$ cat src/rtl/cordic_rotate_if.sv
`timescale 1ns/1ps
// Handshake bundle for cordic_rotate: valid/ready request side carrying (x, y, angle),
// valid/ready response side carrying the rotated (x, y), plus a busy indicator.
interface cordic_rotate_if #(
    parameter int W = 32
);
    logic                in_valid;
    logic                in_ready;
    logic signed [W-1:0] x_in;
    logic signed [W-1:0] y_in;
    logic signed [W-1:0] angle_in;
    logic                out_valid;
    logic                out_ready;
    logic signed [W-1:0] x_out;
    logic signed [W-1:0] y_out;
    logic                busy;

    modport slave (
        input  in_valid, x_in, y_in, angle_in, out_ready,
        output in_ready, out_valid, x_out, y_out, busy
    );

    modport master (
        output in_valid, x_in, y_in, angle_in, out_ready,
        input  in_ready, out_valid, x_out, y_out, busy
    );
endinterface

$ cat src/rtl/cordic_rotate.sv
`timescale 1ns/1ps
// Iterative rotation-mode CORDIC with quadrant pre-rotation and gain compensation.
// Latency: out_valid rises N_ITER+2 edges after the accepting edge; one transaction in flight.
// Backpressure: result held in DONE until out_ready; in_ready is high only in IDLE.
module cordic_rotate #(
    parameter int W      = 32,
    parameter int FRAC   = 24,
    parameter int N_ITER = 24
) (
    input  logic            clock,
    input  logic            reset,
    cordic_rotate_if.slave  bus
);
    localparam int CW = $clog2(N_ITER);

    localparam logic signed [W-1:0]   PI_2   = W'(26353589);
    localparam logic signed [W-1:0]   NPI_2  = -PI_2;
    localparam logic signed [2*W-1:0] K_GAIN = (2*W)'(10188013);

    typedef enum logic [2:0] {
        S_IDLE,
        S_PREROT,
        S_ITER,
        S_SCALE,
        S_DONE
    } state_t;

    state_t              state_q, state_d;
    logic signed [W-1:0] x_q, x_d;
    logic signed [W-1:0] y_q, y_d;
    logic signed [W-1:0] z_q, z_d;
    logic [CW-1:0]       count_q, count_d;
    logic signed [W-1:0] x_out_q, x_out_d;
    logic signed [W-1:0] y_out_q, y_out_d;
    logic                out_valid_q, out_valid_d;

    logic signed [W-1:0] x_sh, y_sh, atan_i;

    function automatic logic signed [W-1:0] atan_lut(input logic [4:0] i);
        int v;
        case (i)
            5'd0:    v = 13176795;
            5'd1:    v = 7778716;
            5'd2:    v = 4110060;
            5'd3:    v = 2086331;
            5'd4:    v = 1047214;
            5'd5:    v = 524117;
            5'd6:    v = 262123;
            5'd7:    v = 131069;
            5'd8:    v = 65536;
            5'd9:    v = 32768;
            5'd10:   v = 16384;
            5'd11:   v = 8192;
            5'd12:   v = 4096;
            5'd13:   v = 2048;
            5'd14:   v = 1024;
            5'd15:   v = 512;
            5'd16:   v = 256;
            5'd17:   v = 128;
            5'd18:   v = 64;
            5'd19:   v = 32;
            5'd20:   v = 16;
            5'd21:   v = 8;
            5'd22:   v = 4;
            5'd23:   v = 2;
            default: v = 0;
        endcase
        return W'(v);
    endfunction

    always_comb begin
        x_sh   = x_q >>> count_q;
        y_sh   = y_q >>> count_q;
        atan_i = atan_lut(5'(count_q));
    end

    always_comb begin
        state_d     = state_q;
        x_d         = x_q;
        y_d         = y_q;
        z_d         = z_q;
        count_d     = count_q;
        x_out_d     = x_out_q;
        y_out_d     = y_out_q;
        out_valid_d = out_valid_q;

        case (state_q)
            S_IDLE: begin
                if (bus.in_valid) begin
                    x_d     = bus.x_in;
                    y_d     = bus.y_in;
                    z_d     = bus.angle_in;
                    state_d = S_PREROT;
                end
            end
            S_PREROT: begin
                // Fold the angle into the +/-pi/2 convergence range with an exact 90-degree turn.
                if (z_q > PI_2) begin
                    x_d = -y_q;
                    y_d = x_q;
                    z_d = z_q - PI_2;
                end else if (z_q < NPI_2) begin
                    x_d = y_q;
                    y_d = -x_q;
                    z_d = z_q + PI_2;
                end
                count_d = '0;
                state_d = S_ITER;
            end
            S_ITER: begin
                if (!z_q[W-1]) begin
                    x_d = x_q - y_sh;
                    y_d = y_q + x_sh;
                    z_d = z_q - atan_i;
                end else begin
                    x_d = x_q + y_sh;
                    y_d = y_q - x_sh;
                    z_d = z_q + atan_i;
                end
                count_d = count_q + 1'b1;
                if (count_q == CW'(N_ITER - 1)) begin
                    state_d = S_SCALE;
                end
            end
            S_SCALE: begin
                x_out_d     = W'(($signed({{W{x_q[W-1]}}, x_q}) * K_GAIN) >>> FRAC);
                y_out_d     = W'(($signed({{W{y_q[W-1]}}, y_q}) * K_GAIN) >>> FRAC);
                out_valid_d = 1'b1;
                state_d     = S_DONE;
            end
            S_DONE: begin
                if (bus.out_ready) begin
                    out_valid_d = 1'b0;
                    state_d     = S_IDLE;
                end
            end
            default: begin
                state_d = S_IDLE;
            end
        endcase
    end

    always_ff @(posedge clock or posedge reset) begin
        if (reset) begin
            state_q     <= S_IDLE;
            x_q         <= '0;
            y_q         <= '0;
            z_q         <= '0;
            count_q     <= '0;
            x_out_q     <= '0;
            y_out_q     <= '0;
            out_valid_q <= 1'b0;
        end else begin
            state_q     <= state_d;
            x_q         <= x_d;
            y_q         <= y_d;
            z_q         <= z_d;
            count_q     <= count_d;
            x_out_q     <= x_out_d;
            y_out_q     <= y_out_d;
            out_valid_q <= out_valid_d;
        end
    end

    assign bus.in_ready  = (state_q == S_IDLE);
    assign bus.busy      = (state_q != S_IDLE);
    assign bus.out_valid = out_valid_q;
    assign bus.x_out     = x_out_q;
    assign bus.y_out     = y_out_q;
endmodule
$ cat src/flat_wrapper.sv
// flat-port wrapper written by rule: the top's interface ports become plain ports
module cordic_rotate_flat 
#(
    parameter int W      = 32,
    parameter int FRAC   = 24,
    parameter int N_ITER = 24
)
  (clock, reset, bus_in_valid, bus_x_in, bus_y_in, bus_angle_in, bus_out_ready, bus_in_ready, bus_out_valid, bus_x_out, bus_y_out, bus_busy);
  cordic_rotate_if #(.W(W)) bus_i ();
  input  logic clock;
  input  logic reset;
  input wire logic [$bits(bus_i.in_valid)-1:0] bus_in_valid;
  input wire logic [$bits(bus_i.x_in)-1:0] bus_x_in;
  input wire logic [$bits(bus_i.y_in)-1:0] bus_y_in;
  input wire logic [$bits(bus_i.angle_in)-1:0] bus_angle_in;
  input wire logic [$bits(bus_i.out_ready)-1:0] bus_out_ready;
  output wire logic [$bits(bus_i.in_ready)-1:0] bus_in_ready;
  output wire logic [$bits(bus_i.out_valid)-1:0] bus_out_valid;
  output wire logic [$bits(bus_i.x_out)-1:0] bus_x_out;
  output wire logic [$bits(bus_i.y_out)-1:0] bus_y_out;
  output wire logic [$bits(bus_i.busy)-1:0] bus_busy;
  assign bus_i.in_valid = bus_in_valid;
  assign bus_i.x_in = bus_x_in;
  assign bus_i.y_in = bus_y_in;
  assign bus_i.angle_in = bus_angle_in;
  assign bus_i.out_ready = bus_out_ready;
  assign bus_in_ready = bus_i.in_ready;
  assign bus_out_valid = bus_i.out_valid;
  assign bus_x_out = bus_i.x_out;
  assign bus_y_out = bus_i.y_out;
  assign bus_busy = bus_i.busy;
  cordic_rotate #(.W(W), .FRAC(FRAC), .N_ITER(N_ITER)) u_core (.clock(clock), .reset(reset), .bus(bus_i));
endmodule
$ cat config.mk
export PLATFORM = sky130hd
export DESIGN_NAME = cordic_rotate_flat
export DESIGN_NICKNAME = d
export VERILOG_FILES = /design/src/rtl/cordic_rotate_if.sv /design/src/rtl/cordic_rotate.sv /design/src/flat_wrapper.sv
export SDC_FILE = /design/constraint.sdc
export NUM_CORES = 2
export LEC_CHECK = 0
export CORE_AREA = 4 4 378 380
export DETAILED_ROUTE_END_ITERATION = 16
export DIE_AREA = 0 0 382 384
export PLACE_DENSITY_LB_ADDON = 0.15
export SYNTH_ARGS = -nofsm -noshare
export SYNTH_HDL_FRONTEND = slang
export SYNTH_SLANG_ARGS = --single-unit
$ cat constraint.sdc
create_clock -name clock -period 18.9 [get_ports clock]
set_input_delay 3.78 -clock clock [delete_from_list [all_inputs] [get_ports clock]]
set_output_delay 3.78 -clock clock [all_outputs]
set_load 0.005 [all_outputs]
==> metrics.csv <==
stage;metric;value;unit
floorplan;fp.dieW;382;µm
layout;fillers;14122;
drt;routedWlPerCell;25.0;µm
yosys;syn-num-nets;7381;
timing;tns;0;ns
layout;drive_gt1_share;4.75;%
layout;layout_commonest_cell;inv_1;
timing;timing.final.crit_period;8.68;ns
drt;antenna_left;0;
global_routing;groute.layer.met3.usage;3.58;%
clock_tree;clkTransAtPathRegs;0.08;ns
timing;finalCritPeriodShare;45.9;%
floorplan;core_area;0.139;mm²
clock_tree;cts_hold_buffers;0;
floorplan;dieArea;0.147;mm²
yosys;seq_area_frac_synth;8.03;%
layout;final_cell_mix;1034 x inv_1, 830 x ha_1, 689 x fa_1;
floorplan;pin_count;167;
global_routing;grt_pass1_wl;289;mm
timing;slew_headroom;23.9;%
yosys;netlist_instances;5762;
timing;hold_viol;0;
critical_path;critPathRequiredTime;19.32;ns
clock_tree;clock_latency;0.56;ns
floorplan;initial_core_util;37.9;%
global_routing;grt_use_met1;36.9;%
yosys;async_flop_share;100;%
hold_path;min_path_type;reg2reg;
timing;rsz0062_at_grt;no;
run_status;status;completed;
critical_path;critPathSlowestCell;dfrtp_1;
clock_tree;cts_resized;0;
drt;drc;0;
yosys;yosysWarnings;0;
global_routing;grt_usage;26.3;%
critical_path;startpoint_type;flip-flop;
critical_path;critical_path_arrival;9.11;ns
clock_tree;post-cts-setup-buffers;0;
clock_tree;htreeDepth;4;
drt;dr.first_iter.drc_count;3207;
clock_tree;ctsRootBufferMaster;clkbuf_16;
global_routing;met2_usage;42.1;%
global_routing;top_usage_layer;met2;
global_routing;grt_overflow;0;
critical_path;critPathMaxStageDelay;0.88;ns
timing;skew;0.0342;ns
flow_run;drv_cap;0;
timing;setup_viol;0;
layout;area_delta_synth_final;7.78;%
layout;fin_nets;7420;
global_routing;antenna_found_initial;8;
drt;routed_via_density;5.48;
yosys;synth_edf_count;0;
floorplan;die_h;384;µm
yosys;synth_area_per_cell;9.14;µm²
critical_path;crit_fanout;17;
yosys;ys.flop_type;dfrtp_1;
clock_tree;cts-buffers-inserted;17;
timing;tightest_slew;1.14;ns
yosys;syn_area;0.0527;mm²
global_routing;grt_pass1_vias;43154;
yosys;yosysTopAreaCellShare;26.2;%
timing;max_clock_freq;0.115;GHz
global_routing;grt_max_degree;75;
timing;final_max_slew_viol_count;0;
clock_tree;clock_sinks;169;
critical_path;path_class;reg2reg;
place;dp_hpwl;158;mm
clock_tree;cts_buffer_depth;2;
floorplan;core.rowCount;137;
yosys;ys_ff_latch;169;
yosys;synth_area_leaders;fa_1 26%, ha_1 20%, dfrtp_1 8.0%;
drt;firstDrtPassIters;9;
drt;vias;42186;
yosys;yosysTopAreaCell;fa_1;
place;gp_congestion;1.01;
clock_tree;tritoncts;yes;
drt;drt_wl_total;193;mm
critical_path;end_kind;flip-flop;
yosys;ys_types;101;
place;port_buffers;166;
-- worst max-delay path, delay by kind of cell (launching register included) --
| kind | cells | cell delay [ns] |
|---|---|---|
| adder cells (fa/ha/maj) | 8 | 3.48 |
| AO/OA/AOI/OAI | 8 | 2.41 |
| flip-flops | 1 | 0.88 |
| AND/OR/NAND/NOR | 3 | 0.71 |
| buffers and inverters | 6 | 0.64 |
| multiplexers | 1 | 0.25 |
| XOR/XNOR | 1 | 0.20 |
-- layer usage --
| metal | up-vias | wire [µm] | share of wire (%) |
|---|---|---|---|
| met5 | - | 38 | 0.020 |
| met4 | 6 | 5870 | 3.0 |
| met3 | 228 | 10100 | 5.2 |
| met2 | 1251 | 88500 | 46 |
| met1 | 21241 | 88100 | 46 |
| li1 | 19460 | - | - |
-- flip-flops by register name (all words and copies together) (netlist names) --
register	count
u_core.y_q	32
u_core.bus.out_valid	1
u_core.x_q	32
u_core.bus.x_out	32
u_core.count_q	5
u_core.bus.y_out	32
u_core.state_q	3
u_core.z_q	32
-- cell type report --
class	instances	area [µm²]	share of cell area, %
Timing Repair Buffer	237	2190	3.86
Multi-Input combinational cell	4339	43500	76.6
Inverter	1037	3900	6.87
Clock buffer	21	470	0.828
Tap cell	1876	2350	4.13
Sequential cell	169	4250	7.48
Clock inverter	11	109	0.192
Antenna cell	7	17.5	0.0308
-- cell usage after synthesis (all sizes together), types with 34 or more instances --
master / number
nand2: 312
ha: 830
a22oi: 42
nand3: 60
o21ai: 272
a31oi: 62
mux2i: 51
a21o: 153
fa: 689
nor2: 288
xor2: 183
a21oi: 315
dfrtp: 169
nor3: 57
o21bai: 34
xnor2: 263
buf: 77
a221oi: 55
mux4: 78
and3: 46
inv: 1036
clkbuf: 140
-- stage by stage --
stage	util [%]	cells	hold slack [ns]	worst slack [ns]	area (µm²)
floorplan	-	5762	0.463	10.54	52700
global placement	40.4	7658	0.456	10.14	56200
detailed placement	40.4	7658	0.467	10.11	56200
CTS	40.8	7690	0.487	10.07	56800
global route	40.8	7690	0.518	9.59	56800
finish	40.8	7697	0.483	10.22	56800
-- path summary, 6_finish.rpt --
check                                                  from                                to  slack, ns  depth (start not counted)
max in group asynchronous                             reset     u_core.count_q[0]$_DFFE_PP0N_      13.71                          3
hold / removal             u_core.bus.y_out[14]$_DFFE_PP0P_  u_core.bus.y_out[14]$_DFFE_PP0P_       0.48                          2
hold reg to reg            u_core.bus.y_out[14]$_DFFE_PP0P_  u_core.bus.y_out[14]$_DFFE_PP0P_       0.48                          2
min in group asynchronous                             reset  u_core.bus.x_out[24]$_DFFE_PP0P_       3.72                          2
setup / recovery                  u_core.x_q[5]$_DFFE_PP0P_  u_core.bus.x_out[31]$_DFFE_PP0P_      10.22                         27
setup reg to reg                  u_core.x_q[5]$_DFFE_PP0P_  u_core.bus.x_out[31]$_DFFE_PP0P_      10.22                         27
-- cells by family (layout without fill, tap and decap cells) --
logic type / after synthesis / after routing / share of synthesized area (%)
and+or+nand+nor: 982 / 982 / 8.88
AOI/OAI and AO/OA: 1233 / 1233 / 15.3
buffers and inverters: 1254 / 1306 / 9.52
adders and majority gates: 1519 / 1519 / 45.9
xor gates and xnor gates: 446 / 446 / 7.41
other: 0 / 7 / 0
muxes: 159 / 159 / 5.00
DFF: 169 / 169 / 8.03
Power is left out: the tool's default activity adds up to more than one toggle a clock period on the data nets, which glitch-free logic cannot reach.
